===== src/rtl/fp_pkg.sv =====
// Shared types and helpers for the iterative floating-point divider:
// FSM states, flag bit positions, exponent bias and operand classification.
package fp_pkg;

  typedef enum logic [1:0] {
    IDLE  = 2'd0,
    DIV   = 2'd1,
    ROUND = 2'd2,
    DONE  = 2'd3
  } state_t;

  localparam int FLAG_NX = 0;
  localparam int FLAG_UF = 1;
  localparam int FLAG_OF = 2;
  localparam int FLAG_DZ = 3;
  localparam int FLAG_NV = 4;

  function automatic int bias(input int exp_w);
    return (1 << (exp_w - 1)) - 1;
  endfunction

  // Field helpers take the word zero-extended to 64 bits so one set of
  // functions serves every EXP_W/MAN_W combination.
  function automatic logic [63:0] exp_field(input logic [63:0] x, input int exp_w, input int man_w);
    return (x >> man_w) & ((64'd1 << exp_w) - 64'd1);
  endfunction

  function automatic logic [63:0] man_field(input logic [63:0] x, input int man_w);
    return x & ((64'd1 << man_w) - 64'd1);
  endfunction

  function automatic logic is_nan(input logic [63:0] x, input int exp_w, input int man_w);
    return (exp_field(x, exp_w, man_w) == ((64'd1 << exp_w) - 64'd1)) && (man_field(x, man_w) != 64'd0);
  endfunction

  function automatic logic is_inf(input logic [63:0] x, input int exp_w, input int man_w);
    return (exp_field(x, exp_w, man_w) == ((64'd1 << exp_w) - 64'd1)) && (man_field(x, man_w) == 64'd0);
  endfunction

  function automatic logic is_zero(input logic [63:0] x, input int exp_w, input int man_w);
    return (exp_field(x, exp_w, man_w) == 64'd0) && (man_field(x, man_w) == 64'd0);
  endfunction

  function automatic logic is_sub(input logic [63:0] x, input int exp_w, input int man_w);
    return (exp_field(x, exp_w, man_w) == 64'd0) && (man_field(x, man_w) != 64'd0);
  endfunction

endpackage


===== src/rtl/fp_mant_div_step.sv =====
// One radix-2 restoring division step: trial-subtract the divisor from the
// partial remainder, emit the quotient bit and the shifted next remainder.
module fp_mant_div_step
  import fp_pkg::*;
#(
  parameter int MAN_W = 23
) (
  input  logic [MAN_W+1:0] rem_i,
  input  logic [MAN_W:0]   div_i,
  output logic [MAN_W+1:0] rem_o,
  output logic             q_o
);

  logic [MAN_W+1:0] div_ext;
  logic [MAN_W+1:0] diff;
  logic [MAN_W+1:0] kept;

  // Remainder stays below twice the divisor, so the shifted-out MSB is always 0.
  always_comb begin
    div_ext = {1'b0, div_i};
    diff    = rem_i - div_ext;
    q_o     = (rem_i >= div_ext);
    kept    = q_o ? diff : rem_i;
    rem_o   = {kept[MAN_W:0], 1'b0};
  end

endmodule


===== src/rtl/fp_divider_iter.sv =====
// Multi-cycle floating-point divider: special-case classification at issue,
// one restoring quotient bit per clock, then a single round-to-nearest-even cycle.
module fp_divider_iter
  import fp_pkg::*;
#(
  parameter  int EXP_W = 8,
  parameter  int MAN_W = 23,
  localparam int W     = EXP_W + MAN_W + 1
) (
  input  logic         clk,
  input  logic         rst_n,
  input  logic         in_valid,
  output logic         in_ready,
  input  logic [W-1:0] a,
  input  logic [W-1:0] b,
  output logic         out_valid,
  input  logic         out_ready,
  output logic [W-1:0] out,
  output logic [4:0]   flags
);

  localparam int ITER  = MAN_W + 3;
  localparam int CNT_W = $clog2(ITER + 1);
  localparam logic [CNT_W-1:0]        LAST     = CNT_W'(ITER - 1);
  localparam logic signed [EXP_W+1:0] BIAS_S   = (EXP_W + 2)'(bias(EXP_W));
  localparam logic signed [EXP_W+1:0] EXP_MAX  = $signed({2'b00, {EXP_W{1'b1}}});
  localparam logic signed [EXP_W+1:0] EXP_ONE  = (EXP_W + 2)'(1);
  localparam logic signed [EXP_W+1:0] EXP_ZERO = '0;
  localparam logic [W-1:0]            QNAN     = {1'b0, {EXP_W{1'b1}}, 1'b1, {(MAN_W-1){1'b0}}};

  function automatic logic [MAN_W:0] round_rne(input logic [MAN_W-1:0] frac,
                                               input logic g, input logic r, input logic s);
    logic up;
    up = g & (r | s | frac[0]);
    return {1'b0, frac} + {{MAN_W{1'b0}}, up};
  endfunction

  function automatic logic [W-1:0] inf_word(input logic s);
    return {s, {EXP_W{1'b1}}, {MAN_W{1'b0}}};
  endfunction

  function automatic logic [W-1:0] zero_word(input logic s);
    return {s, {(W-1){1'b0}}};
  endfunction

  state_t                  state_q, state_d;
  logic [CNT_W-1:0]        cnt_q, cnt_d;
  logic [MAN_W+1:0]        rem_q, rem_d;
  logic [MAN_W:0]          div_q, div_d;
  logic [ITER-1:0]         quo_q, quo_d;
  logic                    sign_q, sign_d;
  logic signed [EXP_W+1:0] exp_q, exp_d;
  logic [W-1:0]            res_q, res_d;
  logic [4:0]              flags_q, flags_d;

  logic [MAN_W+1:0]        step_rem;
  logic                    step_bit;
  logic                    a_nan, a_inf, a_zero, b_nan, b_inf, b_zero, sgn;
  logic [MAN_W-1:0]        frac_pre;
  logic [MAN_W:0]          frac_rnd;
  logic                    g_bit, r_bit, s_bit;
  logic signed [EXP_W+1:0] exp_adj, exp_fin;

  fp_mant_div_step #(.MAN_W(MAN_W)) u_step (
    .rem_i (rem_q),
    .div_i (div_q),
    .rem_o (step_rem),
    .q_o   (step_bit)
  );

  // Subnormal operands are treated as zero (flush-to-zero).
  always_comb begin
    a_nan  = is_nan(64'(a), EXP_W, MAN_W);
    b_nan  = is_nan(64'(b), EXP_W, MAN_W);
    a_inf  = is_inf(64'(a), EXP_W, MAN_W);
    b_inf  = is_inf(64'(b), EXP_W, MAN_W);
    a_zero = is_zero(64'(a), EXP_W, MAN_W) | is_sub(64'(a), EXP_W, MAN_W);
    b_zero = is_zero(64'(b), EXP_W, MAN_W) | is_sub(64'(b), EXP_W, MAN_W);
    sgn    = a[W-1] ^ b[W-1];
  end

  // Normalise a quotient in [0.5,2) and pick guard/round/sticky for rounding.
  always_comb begin
    if (quo_q[ITER-1]) begin
      frac_pre = quo_q[ITER-2:2];
      g_bit    = quo_q[1];
      r_bit    = quo_q[0];
      exp_adj  = exp_q;
    end else begin
      frac_pre = quo_q[ITER-3:1];
      g_bit    = quo_q[0];
      r_bit    = 1'b0;
      exp_adj  = exp_q - EXP_ONE;
    end
    s_bit    = |rem_q;
    frac_rnd = round_rne(frac_pre, g_bit, r_bit, s_bit);
    exp_fin  = exp_adj + $signed({{(EXP_W+1){1'b0}}, frac_rnd[MAN_W]});
  end

  always_comb begin
    state_d = state_q;
    cnt_d   = cnt_q;
    rem_d   = rem_q;
    div_d   = div_q;
    quo_d   = quo_q;
    sign_d  = sign_q;
    exp_d   = exp_q;
    res_d   = res_q;
    flags_d = flags_q;
    case (state_q)
      IDLE: begin
        if (in_valid) begin
          sign_d  = sgn;
          flags_d = '0;
          state_d = DONE;
          if (a_nan || b_nan || (a_zero && b_zero) || (a_inf && b_inf)) begin
            res_d            = QNAN;
            flags_d[FLAG_NV] = 1'b1;
          end else if (b_zero && !a_inf) begin
            res_d            = inf_word(sgn);
            flags_d[FLAG_DZ] = 1'b1;
          end else if (a_inf) begin
            res_d = inf_word(sgn);
          end else if (b_inf || a_zero) begin
            res_d = zero_word(sgn);
          end else begin
            rem_d   = {1'b0, 1'b1, a[MAN_W-1:0]};
            div_d   = {1'b1, b[MAN_W-1:0]};
            quo_d   = '0;
            cnt_d   = '0;
            exp_d   = $signed({2'b00, a[W-2:MAN_W]}) - $signed({2'b00, b[W-2:MAN_W]}) + BIAS_S;
            state_d = DIV;
          end
        end
      end
      DIV: begin
        rem_d = step_rem;
        quo_d = {quo_q[ITER-2:0], step_bit};
        cnt_d = cnt_q + CNT_W'(1);
        if (cnt_q == LAST) state_d = ROUND;
      end
      ROUND: begin
        state_d          = DONE;
        flags_d          = '0;
        flags_d[FLAG_NX] = g_bit | r_bit | s_bit;
        if (exp_fin >= EXP_MAX) begin
          res_d            = inf_word(sign_q);
          flags_d[FLAG_OF] = 1'b1;
          flags_d[FLAG_NX] = 1'b1;
        end else if (exp_fin <= EXP_ZERO) begin
          res_d            = zero_word(sign_q);
          flags_d[FLAG_UF] = 1'b1;
          flags_d[FLAG_NX] = 1'b1;
        end else begin
          res_d = {sign_q, exp_fin[EXP_W-1:0], frac_rnd[MAN_W-1:0]};
        end
      end
      DONE: begin
        if (out_ready) state_d = IDLE;
      end
      default: state_d = IDLE;
    endcase
  end

  always_ff @(posedge clk or negedge rst_n) begin
    if (!rst_n) begin
      state_q <= IDLE;
      cnt_q   <= '0;
      rem_q   <= '0;
      div_q   <= '0;
      quo_q   <= '0;
      sign_q  <= 1'b0;
      exp_q   <= '0;
      res_q   <= '0;
      flags_q <= '0;
    end else begin
      state_q <= state_d;
      cnt_q   <= cnt_d;
      rem_q   <= rem_d;
      div_q   <= div_d;
      quo_q   <= quo_d;
      sign_q  <= sign_d;
      exp_q   <= exp_d;
      res_q   <= res_d;
      flags_q <= flags_d;
    end
  end

  assign in_ready  = (state_q == IDLE);
  assign out_valid = (state_q == DONE);
  assign out       = res_q;
  assign flags     = flags_q;

endmodule


===== config.mk =====
export PLATFORM = sky130hd
export DESIGN_NAME = fp_divider_iter
export DESIGN_NICKNAME = d
export VERILOG_FILES = /design/src/rtl/fp_pkg.sv /design/src/rtl/fp_mant_div_step.sv /design/src/rtl/fp_divider_iter.sv
export SDC_FILE = /design/constraint.sdc
export NUM_CORES = 1
export LEC_CHECK = 0
export ABC_AREA = 1
export BUFFER_PORTS_ARGS = -buffer_cell sky130_fd_sc_hd__buf_2
export CORE_ASPECT_RATIO = 0.5
export CORE_MARGIN = 3
export CORE_UTILIZATION = 60
export CTS_CLUSTER_SIZE = 24
export DETAILED_ROUTE_END_ITERATION = 7
export PLACE_DENSITY = 0.88
export RECOVER_POWER = 50
export SETUP_SLACK_MARGIN = 0.3
export SYNTH_ARGS = -nofsm -noshare
export SYNTH_HDL_FRONTEND = slang
export SYNTH_SLANG_ARGS = --single-unit

===== constraint.sdc =====
create_clock -name clk -period 4.05 [get_ports clk]
set_input_delay 0.405 -clock clk [delete_from_list [all_inputs] [get_ports clk]]
set_output_delay 0.405 -clock clk [all_outputs]
set_load 0.1 [all_outputs]

==> impl_results.md <==
* Switching power total at 5144 µW
* Critical path peak fanout at 14
* Setup-failing EPs final at 0
* Proportion of power drawn by flip-flops and latches at 0.205
* Worst r2r path cells at 25
* Setup_tns at 0 ns
* Post-synthesis sequential area ratio at 0.3412
* Switching part of the total at 0.5357
* Top cell type by total area after synthesis: dfrtp_1
* Post-Place Cells at 1633
* Residual DRC count at 1
* Area of all placed cells without fillers at 11640 µm²
* Combined area of all synthesized cells at 9535 µm²
* Pins Over Slew Limit at 56
* Dominant cells by area after synthesis: dfrtp_1 34%, nand2_1 14%, ha_1 5.6%
* Max Root-Sink Buffers at 2
* Fraction of final layout cells with drive strength greater than 1 at 0.2038
* Critical Setup Path Class: reg -> reg
* Share of async-settable or async-resettable flops after synthesis at 1.000
* Final cell count without fillers at 1719
* Estimated wirelength of the detail-placed design at between 15000 and 20000 µm
* Synthesized Nets at approximately 1500
* Number of primary I/O pins at 107
* F_max at 249.4 MHz
* RSZ-0062 raised after global routing: true
* Mean number of vias per cell at 6.045
* Overall die height at 95.14 µm
* Worst Path Required at 4.42 ns
* Number of buffers inserted by hold repair at cts at 0
* Distinct cell type count of the synthesized netlist at 53
* Die area at 17530 µm²
* Total congestion overflow after global routing at 0
* Number of antenna violations at the first check in global routing at 0
* Count of standard-cell rows at 31
* Most Frequent Cell on Critical Path: nand2_2
* Violations in the final reports: design-rule violations, max-capacitance violations, max-slew violations
* Synthesis warning total at 0
* Layout Skew at 0.01444 ns
* Top_reg_cell synth: dfrtp_1
* Via count of the first global-routing pass at 9442
* Power share of the combinational group at 0.629
* Overall die width at about 180 µm
* Pwr per Cell Area at 825.2 nW/µm²
* Internal power contribution at 4458 µW
* Skew-Pair Late Insertion Delay at 0.45 ns
* Pin count of the biggest net entering global routing at 63
* P&R area growth vs syn at 22.03%
* Slowest stage cell, crit path: dfrtp_2
* Slew headroom at -0.9614
* Multi-input combinational cell area at 5777 µm²
* Clock tree from TritonCTS: done
* Final count of hold timing violations at 0
* Number of buffers created by CTS at 17
* Mean instance size in the synthesized netlist at ~7.0 µm²
* Clock-pin slew on the worst setup and hold paths at 0.06 ns
* Crit start category: flip-flop
* Number of inserted filler cells in the final layout at 1087
* Global-route wire length before repair at 45660 µm
* Vias after detailed routing at 10390
* Delay contributed by the slowest stage of the critical path at 0.46 ns
* Total wirelength of the detailed-routed design at ~30000 µm
* Num Clock Sinks at 130
* Detailed Route Iter0 Violations at 1086
* Hold crit path type: in -> reg
* Number of detailed-routing iterations run before antenna repair at 8
* Initial cell density of the core at 0.6352
* Shortest clock period the worst path allows after layout at 4.010 ns
* Routability-driven placement congestion ratio at 0.9681
* Maximum level of the CTS H-tree at 4
* Part of the cycle the worst path needs at 0.9900
* Reg area at 3254 µm²
* Crit path capture type: flip-flop
* Peak ir drop on the vdd network at 0.5649 mV
* Tot GR Track Use at 0.3263
* Root cell of the clock tree: clkbuf_16
* DR WL/cell at about 18 µm
* Count of inserted antenna diode cells at 0
* Result of the run: finished, violations left
* Max-Cap Viols at 1
* Core Area at roughly 15000 µm²
* Worst Hold Depth at 3
* Worst path arrival time at 4.38 ns
* Number of nets still failing antenna checks after routing at 0
* Area share of the largest cell type after synthesis at 0.3412
* Placed Instance Area at 10210 µm²
* Static leakage power at 0.005527 µW
* Clock network power share at 0.165
* IO Port Bufs at 106
* Number of synthesized register bits at between 100 and 150
* Number of enable flip-flop cells after synthesis at 0
* Number of instances in the synthesized netlist at 1357
* Total number of nets in the final design at around 1600
* Transition at the pin with the smallest max-transition slack at roughly 2.9 ns
layout make-up:
type,instances,area share
multi-input cells,1029,0.4964
flip-flops and latches,130,0.2797
repair buffers,173,0.09914
inverters,157,0.05172
clock buffers,18,0.03774
well taps,198,0.02129
clock inverters,13,0.01301
repair inverters,1,0.0009677
worst paths after layout:
check,from,endpoint,slack (ns)
worst max-delay path,quo_q[25]$_DFFE_PN0P_,out[24]$_DFFE_PN0P_,0.04
worst min-delay path,b[5],div_q[5]$_DFFE_PN0P_,0.18
worst max register to register,quo_q[25]$_DFFE_PN0P_,out[24]$_DFFE_PN0P_,0.04
worst min register to register,div_q[23]$_DFFE_PN0P_,div_q[23]$_DFFE_PN0P_,0.47
max in group asynchronous,rst_n,quo_q[25]$_DFFE_PN0P_,0.87
min in group asynchronous,rst_n,rem_q[6]$_DFFE_PN0P_,0.92
critical path, delay by kind of cell (launching register included):
| kind | cells | cell delay, ns |
|---|---|---|
| adder cells (fa/ha/maj) | 1 | 0.26 |
| AO/OA/AOI/OAI | 2 | 0.41 |
| AND/OR/NAND/NOR | 16 | 2.12 |
| buffers and inverters | 6 | 0.68 |
| flip-flops | 1 | 0.46 |
layout by cell type (no fill, tap or decap), types with 9 or more instances in the layout:
cell type  count
inv_2         11
nor2_2        12
nor2_1       131
ha_1          41
buf_2         87
nor3_1        18
dfrtp_1      129
nand4_1       32
nand2_1      344
xor2_1        27
clkbuf_16     17
nand3_1       71
nand3_2       12
nand2_2       30
inv_1        142
nor4_1         9
a21oi_1       54
o21ai_1       23
clkbuf_1      19
buf_6          9
nor2_4         9
o21ai_0       80
buf_4         49
o22ai_1       28
xnor2_1       15
Yosys cell counts (2+ instances only):
cell type and count:
a211oi_1 2, a21o_1 4, xnor2_1 15, inv_1 143, a31oi_1 2, o21ai_0 84
xor2_1 27, dfrtp_1 130, buf_1 2, clkbuf_1 14, nor2_1 137, nand2_1 361
nor4_1 10, nand3_2 4, nand3_1 80, nand3b_1 8, nor2_2 10, or2_2 8
o21ai_1 22, o21bai_1 5, a221oi_1 3, nor3_1 18, nor2_4 5, nand4_1 32
o21a_1 5, nand2_2 19, a21oi_2 7, a21boi_0 2, a21oi_1 54, o22ai_1 28
buf_2 16, fa_1 2, o211ai_1 8, buf_6 5, ha_1 43, inv_2 12
o311ai_0 2, o21ai_2 7, buf_4 7
power groups by stage:
stage	sequential, µW	combinational, µW	clock [µW]
after floorplan	2380	3880	0
after CTS	1950	5550	1570
after global routing	2010	6660	1650
after detailed placement	1970	5420	0
final	1970	6040	1590
after global placement	1960	5310	0
per-stage QoR:
step           power [µW]    util  setup WS, ns  hold WS (ns)
4_1_cts              9079  0.7499        0.3010       0.04462
3_3_place_gp         7266  0.6800        0.2709        0.4465
5_1_grt             10330  0.7752       -0.1037        0.1865
3_5_place_dp         7393  0.6800        0.1016        0.4493
6_report             9602  0.7752       0.04037        0.1828
2_1_floorplan        6262       -        0.5702        0.1094
cells by family (layout without fill, tap and decap cells):
group,Yosys count,count (layout),synth area share
and+or+nand+nor,700,703,0.3246
xor gates and xnor gates,43,43,0.04028
DFF,130,130,0.3412
AOI/OAI and AO/OA,236,236,0.1429
muxes,2,2,0.002231
adders and majority gates,45,45,0.06062
buffers and inverters,201,362,0.08818
registers in the layout (all words and copies together) (netlist names):
register and cells:
out 32, quo_q 26, rem_q 25, div_q 24
exp_q 10, cnt_q 5, flags 5, state_q 2
sign_q 1
what timing repair did:
| action | 4_1_cts | 5_1_grt |
|---|---|---|
| gates cloned | 3 | 4 |
| pin swaps | 20 | 28 |
| setup endpoints to repair | 26 | 34 |
| gates resized for setup | 22 | 65 |
| buffers inserted | 34 | 14 |
layer usage:
layer / GRT usage / wire (µm) / share of wire / vias to the layer above
met3: 0.07241 / 2780 / 0.092 / 177
met4: 0.1326 / 1481 / 0.049 / 0
met1: 0.4209 / 12310 / 0.41 / 4775
met5: 0 / 0 / 0 / -
li1: - / - / - / 4772
met2: 0.5406 / 13730 / 0.45 / 667
Power figures use the tool's default switching activity.
